===== src/rtl/xillybus_rd_stream_bridge.sv =====
// xillybus_rd_stream_bridge
// Buffers words from an HLS ap_fifo output port and serves them to a Xillybus
// FPGA-to-CPU read stream. Optionally ends each frame with a one-cycle EOF pulse
// after frame_len words. frame_len = 0 gives an endless stream.
//
// state     | meaning
// ----------+---------------------------------------------------------------
// IDLE      | device file closed; nothing offered to the host, writes accepted
// STREAM    | file open; words offered while the buffer is non-empty
// EOF_PULSE | last word of the frame is on user_r_data; user_r_eof high
// DONE      | frame delivered; waiting for the host to close the file
module xillybus_rd_stream_bridge #(
    parameter int DATA_WIDTH  = 32,
    parameter int ADDR_WIDTH  = 4,
    parameter int FRAME_WIDTH = 16
) (
    input  logic                   clk,
    input  logic                   reset,
    input  logic [FRAME_WIDTH-1:0] frame_len,
    input  logic [DATA_WIDTH-1:0]  in_V_din,
    output logic                   in_V_full_n,
    input  logic                   in_V_write,
    input  logic                   user_r_rden,
    output logic                   user_r_empty,
    output logic [DATA_WIDTH-1:0]  user_r_data,
    output logic                   user_r_eof,
    input  logic                   user_r_open,
    output logic [ADDR_WIDTH:0]    level,
    output logic                   drop_err
);

    localparam int DEPTH = 1 << ADDR_WIDTH;
    localparam logic [ADDR_WIDTH:0] FULL_COUNT = (ADDR_WIDTH+1)'(DEPTH);

    typedef enum logic [1:0] {
        IDLE      = 2'd0,
        STREAM    = 2'd1,
        EOF_PULSE = 2'd2,
        DONE      = 2'd3
    } state_t;

    state_t                 state;
    state_t                 state_next;

    logic [DATA_WIDTH-1:0]  mem [DEPTH];
    logic [ADDR_WIDTH-1:0]  wr_ptr;
    logic [ADDR_WIDTH-1:0]  rd_ptr;
    logic [ADDR_WIDTH:0]    count;
    logic [FRAME_WIDTH-1:0] remaining;

    logic                   buf_full;
    logic                   wr_accept;
    logic                   rd_accept;
    logic                   last_word;

    // Full is taken from the registered count only, so a read in the same
    // cycle never lets a write through at full.
    assign buf_full    = (count == FULL_COUNT);
    assign in_V_full_n = !reset && !buf_full;
    assign wr_accept   = in_V_write && in_V_full_n;
    assign rd_accept   = user_r_rden && !user_r_empty;
    assign level       = count;

    // remaining == 0 inside STREAM means an endless stream, so only a framed
    // read can reach the 1 -> 0 transition.
    assign last_word   = rd_accept && (remaining == FRAME_WIDTH'(1));

    // Host-facing flags decoded from the state; reset forces the idle view.
    always_comb begin
        user_r_empty = 1'b1;
        user_r_eof   = 1'b0;
        case (state)
            STREAM:    user_r_empty = (count == '0);
            EOF_PULSE: user_r_eof   = 1'b1;
            default:   ;
        endcase
        if (reset) begin
            user_r_empty = 1'b1;
            user_r_eof   = 1'b0;
        end
    end

    // Next-state logic; closing the file always returns to IDLE.
    always_comb begin
        state_next = state;
        case (state)
            IDLE: begin
                if (user_r_open)
                    state_next = STREAM;
            end
            STREAM: begin
                if (!user_r_open)
                    state_next = IDLE;
                else if (last_word)
                    state_next = EOF_PULSE;
            end
            EOF_PULSE: begin
                state_next = user_r_open ? DONE : IDLE;
            end
            DONE: begin
                if (!user_r_open)
                    state_next = IDLE;
            end
            default: state_next = IDLE;
        endcase
    end

    // State register.
    always_ff @(posedge clk) begin
        if (reset)
            state <= IDLE;
        else
            state <= state_next;
    end

    // Frame word counter: loaded on open, counts down on each framed read.
    always_ff @(posedge clk) begin
        if (reset)
            remaining <= '0;
        else if (state == IDLE && user_r_open)
            remaining <= frame_len;
        else if (state == STREAM && rd_accept && remaining != '0)
            remaining <= remaining - FRAME_WIDTH'(1);
    end

    // Buffer storage; contents are not reset, the pointers discard them.
    always_ff @(posedge clk) begin
        if (wr_accept)
            mem[wr_ptr] <= in_V_din;
    end

    // Pointers and occupancy.
    always_ff @(posedge clk) begin
        if (reset) begin
            wr_ptr <= '0;
            rd_ptr <= '0;
            count  <= '0;
        end else begin
            if (wr_accept)
                wr_ptr <= wr_ptr + ADDR_WIDTH'(1);
            if (rd_accept)
                rd_ptr <= rd_ptr + ADDR_WIDTH'(1);
            case ({wr_accept, rd_accept})
                2'b10:   count <= count + (ADDR_WIDTH+1)'(1);
                2'b01:   count <= count - (ADDR_WIDTH+1)'(1);
                default: ;
            endcase
        end
    end

    // Read data register: loads on an accepted read, holds otherwise.
    always_ff @(posedge clk) begin
        if (reset)
            user_r_data <= '0;
        else if (rd_accept)
            user_r_data <= mem[rd_ptr];
    end

    // Sticky overflow flag, cleared only by reset.
    always_ff @(posedge clk) begin
        if (reset)
            drop_err <= 1'b0;
        else if (in_V_write && buf_full)
            drop_err <= 1'b1;
    end

endmodule


===== config.mk =====
export PLATFORM = sky130hd
export DESIGN_NAME = xillybus_rd_stream_bridge
export DESIGN_NICKNAME = d
export VERILOG_FILES = /design/src/rtl/xillybus_rd_stream_bridge.sv
export SDC_FILE = /design/constraint.sdc
export NUM_CORES = 1
export LEC_CHECK = 0
export BUFFER_PORTS_ARGS = -buffer_cell sky130_fd_sc_hd__buf_2
export CAP_MARGIN = 20
export CELL_PAD_IN_SITES_DETAIL_PLACEMENT = 0
export CELL_PAD_IN_SITES_GLOBAL_PLACEMENT = 2
export CORE_MARGIN = 1
export CORE_UTILIZATION = 52
export CTS_CLUSTER_DIAMETER = 200
export CTS_CLUSTER_SIZE = 12
export DETAILED_ROUTE_END_ITERATION = 12
export GPL_TIMING_DRIVEN = 1
export PLACE_DENSITY_LB_ADDON = 0.15
export SYNTH_ARGS = -nofsm -noshare
export SYNTH_HDL_FRONTEND = slang
export SYNTH_SLANG_ARGS = --single-unit

===== constraint.sdc =====
create_clock -name clk -period 11.35 [get_ports clk]
set_input_delay 1.7025 -clock clk [delete_from_list [all_inputs] [get_ports clk]]
set_output_delay 1.7025 -clock clk [all_outputs]
set_load 0.01 [all_outputs]

Word level (Yosys, flattened, before mapping)

Memories as Yosys holds them, arrays and structs flattened. A register that Yosys moved wholly into a read port is not among the register bits.
Index checks and enable logic that the tools add are counted.

Input bits: 53
Memory bits (writable): 512
Word-level logic and storage cells: 54
Memory bits (read-only): 0
Register bits after elaboration: 32
Memories: 1
Latch bits: 0
Output and inout port bits: 41

Memory list:

| name | words | width | read ports | clocked after Yosys merged registers in | wr ports | line | text |
|---|---|---|---|---|---|---|---|
| mem  | 16    | 32    | 1          | 1                                       | 1        | 45   | `logic [DATA_WIDTH-1:0] mem [DEPTH];` |

Shifts and indexed selects: 0
Divide/modulo/power cells: 0
$lt $le $gt $ge: 0
Add/sub/neg operators: 5
Multiplexer cells: 15
Reduce and logical (&&, ||, !) cells: 17
Multiply operators: 0
Bitwise operators: 0
Equal/unequal tests: 10

Operator list:

| cell                                                 | number |
|---|---|
| two-way mux 16 bit                                   | 2 |
| equality test 16 x 1 -> 1 bit, second input constant | 1 |
| nonzero test 16 bit                                  | 1 |
| subtractor 16 x 1 -> 16 bit, second input constant   | 1 |
| two-way mux 2 bit                                    | 5 |
| one-hot mux 5 bit (2 select lines)                   | 1 |
| adder 4 x 1 -> 4 bit, second input constant          | 2 |
| logical AND 1 bit                                    | 8 |
| one-hot mux 2 bit (4 select lines)                   | 1 |
| equality test 2 bit, second input constant           | 3 |
| two-way mux 1 bit                                    | 6 |
| adder 5 x 1 -> 5 bit, second input constant          | 1 |
| equality test 5 bit, second input constant           | 1 |
| zero test 5 bit                                      | 1 |
| subtractor 5 x 1 -> 5 bit, second input constant     | 1 |
| equality test 2 x 1 -> 1 bit, second input constant  | 2 |
| inequality test 2 bit, second input constant         | 2 |
| nonzero test 2 bit                                   | 2 |
| zero test 1 bit                                      | 3 |
| inequality test 3 bit, second input constant         | 1 |
| AND reduction 3 bit                                  | 1 |
| zero test 2 bit                                      | 1 |

Logic depth before layout (Yosys ltp)

Gate-level depths: netlist of the first run.

Word-level depth: 9
Gate-level depth with buffers: 11
Mapped depth without buffers: 10

Worst setup path after synthesis of the first run

Ideal clock, no wire load.

Kind: in2reg
Start point: in reset
End point: mem mem[3][0], enable pin
Stages on the path: 4
Library setup time: 461 ps
Path buffers: 1
Data required time: 10889 ps
Path slack: 5885 ps
Data arrival time: 5004 ps
Cells stage by stage: clkbuf_1 a211oi_1 nand2_1 nor3_1

Cells in the longest elaborated chain, start to end: 5

Ends and longest elaborated chain:

| what                                    | line | text |
|---|---|---|
| from (decl)                             | 18   | `input logic reset,` |
| zero test 1 bit                         | 59   | `assign in_V_full_n = !reset && !buf_full;` |
| logical AND 1 bit                       | 59   |  |
| logical AND 1 bit                       | 60   | `assign wr_accept = in_V_write && in_V_full_n;` |
| two-way mux 1 bit                       | 128  | `if (wr_accept)` |
| two-way mux 1 bit (not written as such) | 129  | `mem[wr_ptr] <= in_V_din;` |
| to (decl)                               | 45   |  |

No other way between the ends.

Worst setup path in the final report of the first run

Start point: in reset
End point: out user_r_empty

Cells in the longest elaborated chain, start to end: 1

Ends and longest elaborated chain:

| what              | line | text |
|---|---|---|
| two-way mux 1 bit | 77   | `if (reset) begin` |
| to (decl)         | 24   | `output logic user_r_empty,` |

No other way between the ends.

==> flow_metrics.tcl, run 1 <==
set metrics [dict create \
    status "finished, final reports clean" \
    areaGrowthSynthToFinish_pct 12.9 \
    place_inst 1676 \
    worst_path_max_delay_cell "nor3b_1" \
    clk_pin_slew_worst_paths_ns 0.07 \
    ff2ff_path_depth 11 \
    ant_nets 0 \
    worstPathCellList "buf_2 -> buf_4 -> nor3b_1 -> o21ai_0 -> buf_2" \
    via_count 10600 \
    period_needed_ns 4.82 \
    io_pins 94 \
    combPwrFrac_pct 2.9 \
    synth_area_um2 22100 \
    intPower_mw 3.25 \
    fin_util_pct 59.6 \
    grt_max_degree 102 \
    drt_iter0_markers 695 \
    whs_ns 0.468 \
    antenna_cells 0 \
    dpl.hpwl_mm 24.7 \
    fp.dieW_um 208 \
    clockRootBuffer "clkbuf_16" \
    pwr_density_cell_nw_per_um2 163 \
    synth_edf_count 512 \
    grt_pass1_wl_mm 69.0 \
    rsz0062_at_grt "false" \
    ys_seq_area_share_pct 75.3 \
    crit_buf_inv 3 \
    clock_power_share_pct 39.6 \
    drt-total-wl_mm 45.2 \
    cts_setup_buffers 0 \
    gp_congestion 0.711 \
    numCtsBuffers 53 \
    syn-instance-count 1079 \
    yosysUniqueCellTypes 42 \
    skew_ns 0.0151 \
    hold_path_depth 2 \
    crit_family "simple AND/OR/NAND/NOR gates" \
    overflow 0 \
    path_max_fanout 56 \
    arrival_ns 3.11 \
    tns_ns 0 \
    drv_cap 0 \
    switching_share_pct 20.2 \
    post-place-ws_ns 6.23 \
    insertion_delay_ns 0.60 \
    cts_hold_buf 0 \
    avgSynthCellArea_um2 20.5 \
    max_freq_mhz 208 \
    fin_nets 1260 \
    async_flop_share_pct 0 \
    mostFrequentLayoutCell "edfxtp_1" \
    yosys_warnings 0 \
    slowest_delay_ns 0.62 \
    antenna_found_initial 0 \
    crit_path_start_kind "primary input" \
    crit_cells 5 \
    hold_viol_final 0 \
    core.rowCount 75 \
    dieArea_um2 43400 \
    port_buffers 93 \
    cts.sinks 576 \
    ys_ff_latch 576 \
    worstSetupPathType "primary input to primary output" \
    final_cell_mix "edfxtp_1, mux4_2, buf_2, mux2i_1, dfxtp_1" \
    synth_ff_type "edfxtp_1" \
    drc 0 \
    groute.usage.overall_pct 21.6 \
    drtPass1Iterations 5 \
    syn_nets 1145 \
    end_kind "primary output" \
    cp.required_ns 9.65 \
    finalSetupViolations 0 \
    period_share_pct 42.4 \
    route.detailed.wl_per_inst_um 25.5 \
    vias_per_cell 6.00 \
    fin_cells 1774 \
    slew_violations 0 \
    cts_tree "built" \
    critPathMostFrequentCell "buf_2" \
    setup_ws_ns 6.53 \
    htree_levels 2 \
    p_leak_nw 7.77 \
    initial_core_util_pct 52.8 \
    fp.dieH_um 208 \
    ir_worst_vdd_mv 0.130 \
    grt_pass1_vias 11100 \
    pwr-share-seq_pct 57.4 \
    slew_headroom_pct 34.9 \
    layout-drive-gt1-share_pct 27.1 \
    cts_max_path_buffers 3 \
    power.switching_mw 0.820 \
    tightest_slew_ns 0.976 \
    cts-resized-gates 0 \
    hp-class "register to register" \
    coreArea_um2 41900 \
]
[layout make-up]
cell class,count,area [um^2]
Fill cell,3092,17000
Sequential cell,576,16700
Multi-Input combinational cell,433,5330
Clock buffer,93,1480
Timing Repair Buffer,122,777
Tap cell,539,674
Clock inverter,3,37.5
Inverter,8,30.0
[final timing paths]
kind	start	slack, ns	end
setup / recovery	reset	6.53	user_r_empty
hold / removal	drop_err$_SDFFE_PP0P_	0.47	drop_err$_SDFFE_PP0P_
setup reg to reg	level[0]$_SDFFE_PP0P_	7.72	level[4]$_SDFFE_PP0P_
hold reg to reg	drop_err$_SDFFE_PP0P_	0.47	drop_err$_SDFFE_PP0P_
[state kept, by name, summed over array words and instances, names as in the netlist]
name,cells
mem,512
state,2
user_r_data,32
drop_err,1
wr_ptr,4
level,5
remaining,16
rd_ptr,4
[synth_stat cells, types with 5 or more instances]
cell type | instances | area [um^2]
buf_2 | 6 | 30.0
edfxtp_1 | 512 | 15400
dfxtp_1 | 64 | 1280
inv_1 | 7 | 26.3
xor2_1 | 6 | 52.6
xnor2_1 | 17 | 149
nor3_1 | 12 | 60.1
or4_1 | 5 | 37.5
a21oi_1 | 6 | 30.0
nor2_1 | 37 | 139
nand2_1 | 22 | 82.6
clkbuf_1 | 47 | 176
o221ai_1 | 32 | 280
nand3b_1 | 33 | 248
o21ai_0 | 11 | 55.1
nor4_1 | 7 | 43.8
ha_1 | 12 | 150
mux2i_1 | 66 | 661
buf_1 | 8 | 30.0
mux4_2 | 128 | 2880
[worst reg2reg max path, cell delays in order (launching register included)]
cell and delay (ns):
dfxtp_1 0.38, or4_1 0.65, o211ai_4 0.19, buf_4 0.50, inv_2 0.20, ha_1 0.31, fa_1 0.43, a21o_1 0.19
a21oi_1 0.18, xor2_1 0.09, or3_1 0.30, a21oi_1 0.13
[power by group through the flow]
stage	Clock [mW]	Sequential, mW	Combinational (mW)
after floorplan	0	2.38	0.0626
after global placement	0	2.38	0.117
after detailed placement	0	2.38	0.121
after CTS	1.65	2.34	0.122
after global routing	1.73	2.34	0.132
final	1.61	2.34	0.120
[logic make-up (layout without fill, tap and decap cells)]
family	after synthesis	count (layout)	share of synthesized area (%)
buffers and inverters	70	226	1.24
AND/OR/NAND/NOR	135	135	3.48
multiplexers	194	194	16.0
AO/OA/AOI/OAI	68	68	2.33
flip-flops	576	576	75.3
XOR/XNOR	23	23	0.910
adder cells (fa/ha/maj)	13	13	0.769
[metal layers]
layer  GRT usage (%)  share of wire [%]  wire (um)
met1            30.7                 45      20500
met2            35.3                 49      22400
met3            2.73                3.3       1510
met4            6.31                1.9        864
met5               0                  0          0
[stage by stage]
step           power [mW]  cell area, um^2
2_1_floorplan        2.44            22100
3_3_place_gp         2.50            23300
3_5_place_dp         2.50            23400
4_1_cts              4.10            25000
5_1_grt              4.19            25000
6_report             4.07            25000
Power figures use the tool's default switching activity.
==> run 2: changes to the inputs <==
--- a/config.mk
+++ b/config.mk
@@ -5,12 +5,13 @@
 export SDC_FILE = /design/constraint.sdc
 export NUM_CORES = 1
 export LEC_CHECK = 0
+export ABC_AREA = 1
 export BUFFER_PORTS_ARGS = -buffer_cell sky130_fd_sc_hd__buf_2
 export CAP_MARGIN = 20
 export CELL_PAD_IN_SITES_DETAIL_PLACEMENT = 0
 export CELL_PAD_IN_SITES_GLOBAL_PLACEMENT = 2
 export CORE_MARGIN = 1
-export CORE_UTILIZATION = 52
+export CORE_UTILIZATION = 37
 export CTS_CLUSTER_DIAMETER = 200
 export CTS_CLUSTER_SIZE = 12
 export DETAILED_ROUTE_END_ITERATION = 12
==> constraint.sdc (replaced) <==
create_clock -name clk -period 3.9 [get_ports clk]
set_input_delay 0.585 -clock clk [delete_from_list [all_inputs] [get_ports clk]]
set_output_delay 0.585 -clock clk [all_outputs]
set_load 0.01 [all_outputs]
==> run 2 against run 1 <==
Global-route usage fell by 2.4 points. First-iteration DRC count rose by 47%. Flip-flop and latch count did not move. Setup slack got worse by 5.1 ns. Utilization fell by 17 points. Via count rose by 51%. Count of clock-buffer cells in the layout rose by 4. Combinational power rose to 5.9 times the previous value. Clock power rose to 3.0 times the previous value. Non-clock buffer count rose by 14. Register-to-register slack got worse by 6.3 ns. Synthesized cell count rose by 120%. Critical endpoint is now level[4]$_SDFFE_PP0P_. Largest power group unchanged. Highest routed layer unchanged.
==> flow_metrics.tcl, run 2 <==
set metrics [dict create \
    yosysUniqueCellTypes 28 \
    top_regs "mem (512), user_r_data (32), remaining (16)" \
    r2r_slack_ns 1.40 \
    areaGrowthSynthToFinish_pct 12.4 \
    hold_path_depth 3 \
    fin_util_pct 42.3 \
    ys_seq_area_share_pct 68.5 \
    yosys_warnings 0 \
    hold_viol_final 0 \
    numCtsBuffers 53 \
    max_freq_mhz 399 \
    grt_pass1_wl_mm 96.7 \
    fp.dieH_um 258 \
    cts_tree "built" \
    combPwrFrac_pct 5.7 \
    core.rowCount 93 \
    fin_nets 2501 \
    tightest_slew_ns 1.07 \
    largest_reg_flops 512 \
    insertion_delay_ns 0.61 \
    initial_core_util_pct 37.6 \
    slew_headroom_pct 28.8 \
    via_count 16100 \
    port_buffers 93 \
    top_register "mem" \
    pwr_density_cell_nw_per_um2 452 \
    ir_worst_vdd_mv 0.345 \
    slew_violations 0 \
    cts-resized-gates 0 \
    drv_cap 0 \
    mostFrequentLayoutCell "nand2_1" \
    groute.usage.overall_pct 19.1 \
    grt_pass1_vias 15700 \
    worstSetupPathType "register to register" \
    cp.required_ns 4.43 \
    ys_top_cells_by_count "nand2_1, edfxtp_1, nor2_1, nand3_1, inv_1" \
    ff2ff_path_depth 14 \
    antenna_cells 0 \
    cts_setup_buffers 0 \
    fp.dieW_um 258 \
    dieArea_um2 66800 \
    cts.sinks 576 \
    synth_most_common_cell "nand2_1" \
    tns_ns 0 \
    synth_ff_type "edfxtp_1" \
    synth_area_um2 24300 \
    ant_nets 0 \
    overflow 0 \
    async_flop_share_pct 0 \
    antenna_found_initial 0 \
    skew_ns 0.0117 \
    synth_edf_count 512 \
    rsz0062_at_grt "false" \
    intPower_mw 9.58 \
    crit_path_start_kind "register" \
    clockRootBuffer "clkbuf_16" \
    drc 0 \
    power.switching_mw 2.77 \
    clock_power_share_pct 39.1 \
    coreArea_um2 64700 \
    synth.top_cell.area_share_pct 63.2 \
    cts_max_path_buffers 3 \
    yosys.area.top_type "edfxtp_1" \
    vias_per_cell 4.84 \
    finalSetupViolations 0 \
    drtPass1Iterations 5 \
    p_leak_nw 10.6 \
    gp_congestion 0.769 \
    syn-instance-count 2370 \
    pwr-share-seq_pct 55.2 \
    drt_iter0_markers 1024 \
    htree_levels 2 \
    grt_max_degree 181 \
    clk_pin_slew_worst_paths_ns 0.07 \
    end_kind "register" \
    cts_hold_buf 0 \
    drt-total-wl_mm 63.4 \
    dpl.hpwl_mm 34.1 \
    layout-drive-gt1-share_pct 9.04 \
    hp-class "primary input to register" \
    synthTopCellsByArea "edfxtp_1, nand2_1, nor2_1, nand3_1, dfxtp_1" \
    period_needed_ns 2.50 \
    syn_nets 2436 \
    path_max_fanout 7 \
    arrival_ns 3.04 \
    ys_ff_latch 576 \
    avgSynthCellArea_um2 10.3 \
    final_cell_mix "nand2_1, edfxtp_1, nor2_1, nand3_1, inv_1" \
    period_share_pct 64.2 \
    status "finished, final reports clean" \
    route.detailed.wl_per_inst_um 19.0 \
    switching_share_pct 22.4 \
    io_pins 94 \
]
[run 2: metal layers]
layer  vias to the layer above  track usage, %  share of wire, %
met5                         -               0                 0
met4                         0            5.10               2.2
met3                        87            2.70               3.7
met2                       252            32.4                49
met1                      7789            25.7                46
li1                       7988               -                 -
[run 2: through the flow]
stage | std cells | hold WS (ns) | worst slack [ns] | cell area, um^2 | power, mW
floorplan | 2370 | 0.467 | 0.813 | 24300 | 7.38
global placement | 3235 | 0.496 | 1.14 | 25800 | 7.66
detailed placement | 3235 | 0.499 | 1.21 | 25800 | 7.67
CTS | 3333 | 0.209 | 1.38 | 27300 | 12.5
global route | 3333 | 0.226 | 1.17 | 27300 | 12.8
finish | 3333 | 0.246 | 1.40 | 27300 | 12.4
[run 2: layout make-up]
cell class | instances | area, um^2
multi-input cells | 1476 | 6420
well taps | 855 | 1070
inverters | 192 | 731
fillers | 6322 | 37400
flip-flops and latches | 576 | 16700
clock buffers | 97 | 1510
repair buffers | 136 | 926
clock inverters | 1 | 16.3
[run 2: kinds of logic (layout without fill, tap and decap cells)]
kind of cell	count (synthesis)	count (layout)	share of synthesized area, %
buffers and inverters	318	426	5.67
and+or+nand+nor	1299	1299	21.7
adders and majority gates	13	13	0.699
DFF	576	576	68.5
xor gates and xnor gates	7	7	0.252
AOI/OAI and AO/OA	157	157	3.23
[run 2: power groups by stage]
stage / Clock (mW) / Sequential [mW] / Combinational (mW)
4_1_cts: 4.98 / 6.82 / 0.719
5_1_grt: 5.20 / 6.82 / 0.804
3_5_place_dp: 0 / 6.95 / 0.716
3_3_place_gp: 0 / 6.95 / 0.708
2_1_floorplan: 0 / 6.96 / 0.423
6_report: 4.83 / 6.82 / 0.702
[run 2: final timing paths]
path                               from                    end
setup / recovery  level[0]$_SDFFE_PP0P_  level[4]$_SDFFE_PP0P_
setup reg to reg  level[0]$_SDFFE_PP0P_  level[4]$_SDFFE_PP0P_
hold / removal              user_r_open  state[1]$_SDFFE_PP0P_
hold reg to reg   drop_err$_SDFFE_PP0P_  drop_err$_SDFFE_PP0P_
[run 2: worst max-delay path, cell delays in order (launching register included)]
cell and delay [ns]:
dfxtp_1 0.45, nor2_1 0.10, nand3_1 0.11, nand2_1 0.07
nor2_1 0.09, buf_4 0.16, inv_1 0.10, ha_1 0.30
fa_1 0.42, nand2_1 0.09, nand2_1 0.05, a21oi_1 0.15
and2_1 0.14, o21ai_0 0.07, a21oi_1 0.14
==> run 3: changes to the inputs <==
--- a/config.mk
+++ b/config.mk
@@ -11,7 +11,7 @@
 export CELL_PAD_IN_SITES_DETAIL_PLACEMENT = 0
 export CELL_PAD_IN_SITES_GLOBAL_PLACEMENT = 2
 export CORE_MARGIN = 1
-export CORE_UTILIZATION = 37
+export CORE_UTILIZATION = 41
 export CTS_CLUSTER_DIAMETER = 200
 export CTS_CLUSTER_SIZE = 12
 export DETAILED_ROUTE_END_ITERATION = 12
==> constraint.sdc (replaced) <==
create_clock -name clk -period 2.56 [get_ports clk]
set_input_delay 0.384 -clock clk [delete_from_list [all_inputs] [get_ports clk]]
set_output_delay 0.384 -clock clk [all_outputs]
set_load 0.01 [all_outputs]
==> run 3 against run 2 <==
Critical path depth is 1 lower. Count of clock-buffer cells in the layout rose by 1. Die area down 9.7%. Flip-flop and latch count unchanged. Critical endpoint unchanged. Highest routed layer unchanged.
==> flow_metrics.tcl, run 3 (synthesis gave the netlist of run 2 again) <==
set metrics [dict create \
    insertion_delay_ns 0.60 \
    areaGrowthSynthToFinish_pct 13.0 \
    cts_tree "built" \
    crit_path_start_kind "register" \
    whs_ns 0.0575 \
    fin_area_um2 27500 \
    dieArea_um2 60300 \
    mostFrequentLayoutCell "nand2_1" \
    cp.required_ns 3.03 \
    antenna_found_initial 1 \
    rsz0062_at_grt "false" \
    dpl.hpwl_mm 34.9 \
    period_needed_ns 2.29 \
    hp-class "primary input to register" \
    fp.dieH_um 246 \
    combPwrFrac_pct 5.8 \
    power.switching_mw 4.21 \
    cts_setup_buffers 0 \
    path_max_fanout 5 \
    intPower_mw 14.7 \
    overflow 0 \
    drv_cap 0 \
    port_buffers 93 \
    fp.dieW_um 246 \
    cts.sinks 576 \
    gp_congestion 0.741 \
    p_leak_nw 10.8 \
    crit_family "adder cells" \
    cts-resized-gates 0 \
    period_share_pct 89.4 \
    drc 0 \
    via_count 16300 \
    initial_core_util_pct 41.9 \
    end_kind "register" \
    io_pins 94 \
    largest_reg_flops 512 \
    r2r_slack_ns 0.27 \
    clockRootBuffer "clkbuf_16" \
    coreArea_um2 58100 \
    worst_path_max_delay_cell "fa_1" \
    htree_levels 2 \
    switching_share_pct 22.3 \
    crit_buf_inv 1 \
    vias_per_cell 4.99 \
    worstSetupPathType "register to register" \
    slew_headroom_pct 41.7 \
    placed_area_um2 25900 \
    ff2ff_path_depth 13 \
    finalSetupViolations 0 \
    drtPass1Iterations 5 \
    clk_pin_slew_worst_paths_ns 0.07 \
    drt-total-wl_mm 63.7 \
    power_mw 18.9 \
    fillers 5453 \
    hp-start "user_r_open" \
    ir_worst_vdd_mv 0.516 \
    reg2reg_to "level[4]$_SDFFE_PP0P_" \
    final_cell_mix "nand2_1, edfxtp_1, nor2_1, nand3_1, inv_1" \
    hold_path_depth 3 \
    pwr-share-seq_pct 55.0 \
    route.detailed.wl_per_inst_um 19.5 \
    cts_max_path_buffers 3 \
    clock_power_share_pct 39.2 \
    numCtsBuffers 53 \
    worstPathCellList "nor2_1 -> nand3_1 -> nand2_1 -> nor2_1 -> inv_1 -> ha_1 -> fa_1 -> nand2_1 -> nand2_1 -> a21oi_1 -> nor2_1 -> o21ai_0 -> a21oi_1" \
    core.rowCount 88 \
    max_freq_mhz 437 \
    slowest_delay_ns 0.42 \
    top_regs "mem (512), user_r_data (32), remaining (16)" \
    arrival_ns 2.76 \
    grt_max_degree 141 \
    skew_ns 0.0161 \
    hold_viol_final 0 \
    fin_nets 2520 \
    cts_hold_buf 0 \
    pwr_density_cell_nw_per_um2 687 \
    grt_pass1_wl_mm 97.9 \
    top_register "mem" \
    r2r_start "level[3]$_SDFFE_PP0P_" \
    status "finished, final reports clean" \
    drt_iter0_markers 1155 \
    grt_pass1_vias 16100 \
    ant_nets 0 \
    min_to "state[1]$_SDFFE_PP0P_" \
    slew_violations 0 \
    tightest_slew_ns 0.874 \
    layout-drive-gt1-share_pct 9.77 \
    groute.usage.overall_pct 21.5 \
]
-- run 3: worst max path at each step --
| stage | startpoint | to | slack (ns) | depth (start not counted) |
|---|---|---|---|---|
| 2_1_floorplan | level[0]$_SDFFE_PP0P_ | mem[11][0]$_DFFE_PP_ | -0.37 | 6 |
| 3_3_place_gp | reset | level[4]$_SDFFE_PP0P_ | 0.14 | 13 |
| 3_5_place_dp | reset | level[4]$_SDFFE_PP0P_ | 0.16 | 13 |
| 4_1_cts | level[3]$_SDFFE_PP0P_ | level[4]$_SDFFE_PP0P_ | 0.28 | 13 |
| 5_1_grt | level[3]$_SDFFE_PP0P_ | level[4]$_SDFFE_PP0P_ | 0.11 | 13 |
| 6_report | level[3]$_SDFFE_PP0P_ | level[4]$_SDFFE_PP0P_ | 0.27 | 13 |
-- run 3: through the flow --
step / setup WS [ns] / utilization, % / setup TNS (ns) / cells
4_1_cts: 0.276 / 47.3 / 0 / 3263
6_report: 0.272 / 47.3 / 0 / 3264
5_1_grt: 0.108 / 47.3 / 0 / 3264
2_1_floorplan: -0.374 / - / -154.64 / 2370
3_3_place_gp: 0.141 / 44.6 / 0 / 3164
3_5_place_dp: 0.162 / 44.6 / 0 / 3164
-- run 3: tightest hold or removal path, cell delays in order --
cell,delay (ns)
buf_2,0.11
nand2_1,0.08
nor2_1,0.04
-- run 3: power by group through the flow --
| stage | Sequential [mW] | Combinational [mW] | Clock [mW] |
|---|---|---|---|
| floorplan | 10.6 | 0.646 | 0 |
| global placement | 10.6 | 1.10 | 0 |
| detailed placement | 10.6 | 1.11 | 0 |
| CTS | 10.4 | 1.11 | 7.59 |
| global route | 10.4 | 1.25 | 7.93 |
| finish | 10.4 | 1.09 | 7.40 |
-- run 3: area by class of cell --
type                    instances  area, um^2  share of cell area (%)
clock inverters                 1        8.76                  0.0319
well taps                     765         957                    3.48
repair buffers                155        1170                    4.25
flip-flops and latches        576       16700                    60.6
multi-input cells            1476        6420                    23.3
inverters                     192         728                    2.65
clock buffers                  98        1540                    5.59
diodes                          1        2.50                 0.00910
-- run 3: layer usage --
metal | routed length (um) | vias to the layer above | part of all wire [%] | global-route usage [%]
met5 | 0 | - | 0 | 0
met4 | 1520 | 0 | 2.4 | 6.12
met3 | 2140 | 86 | 3.4 | 2.56
met2 | 30600 | 275 | 48 | 36.1
met1 | 29500 | 7901 | 46 | 29.3
li1 | - | 8024 | - | -
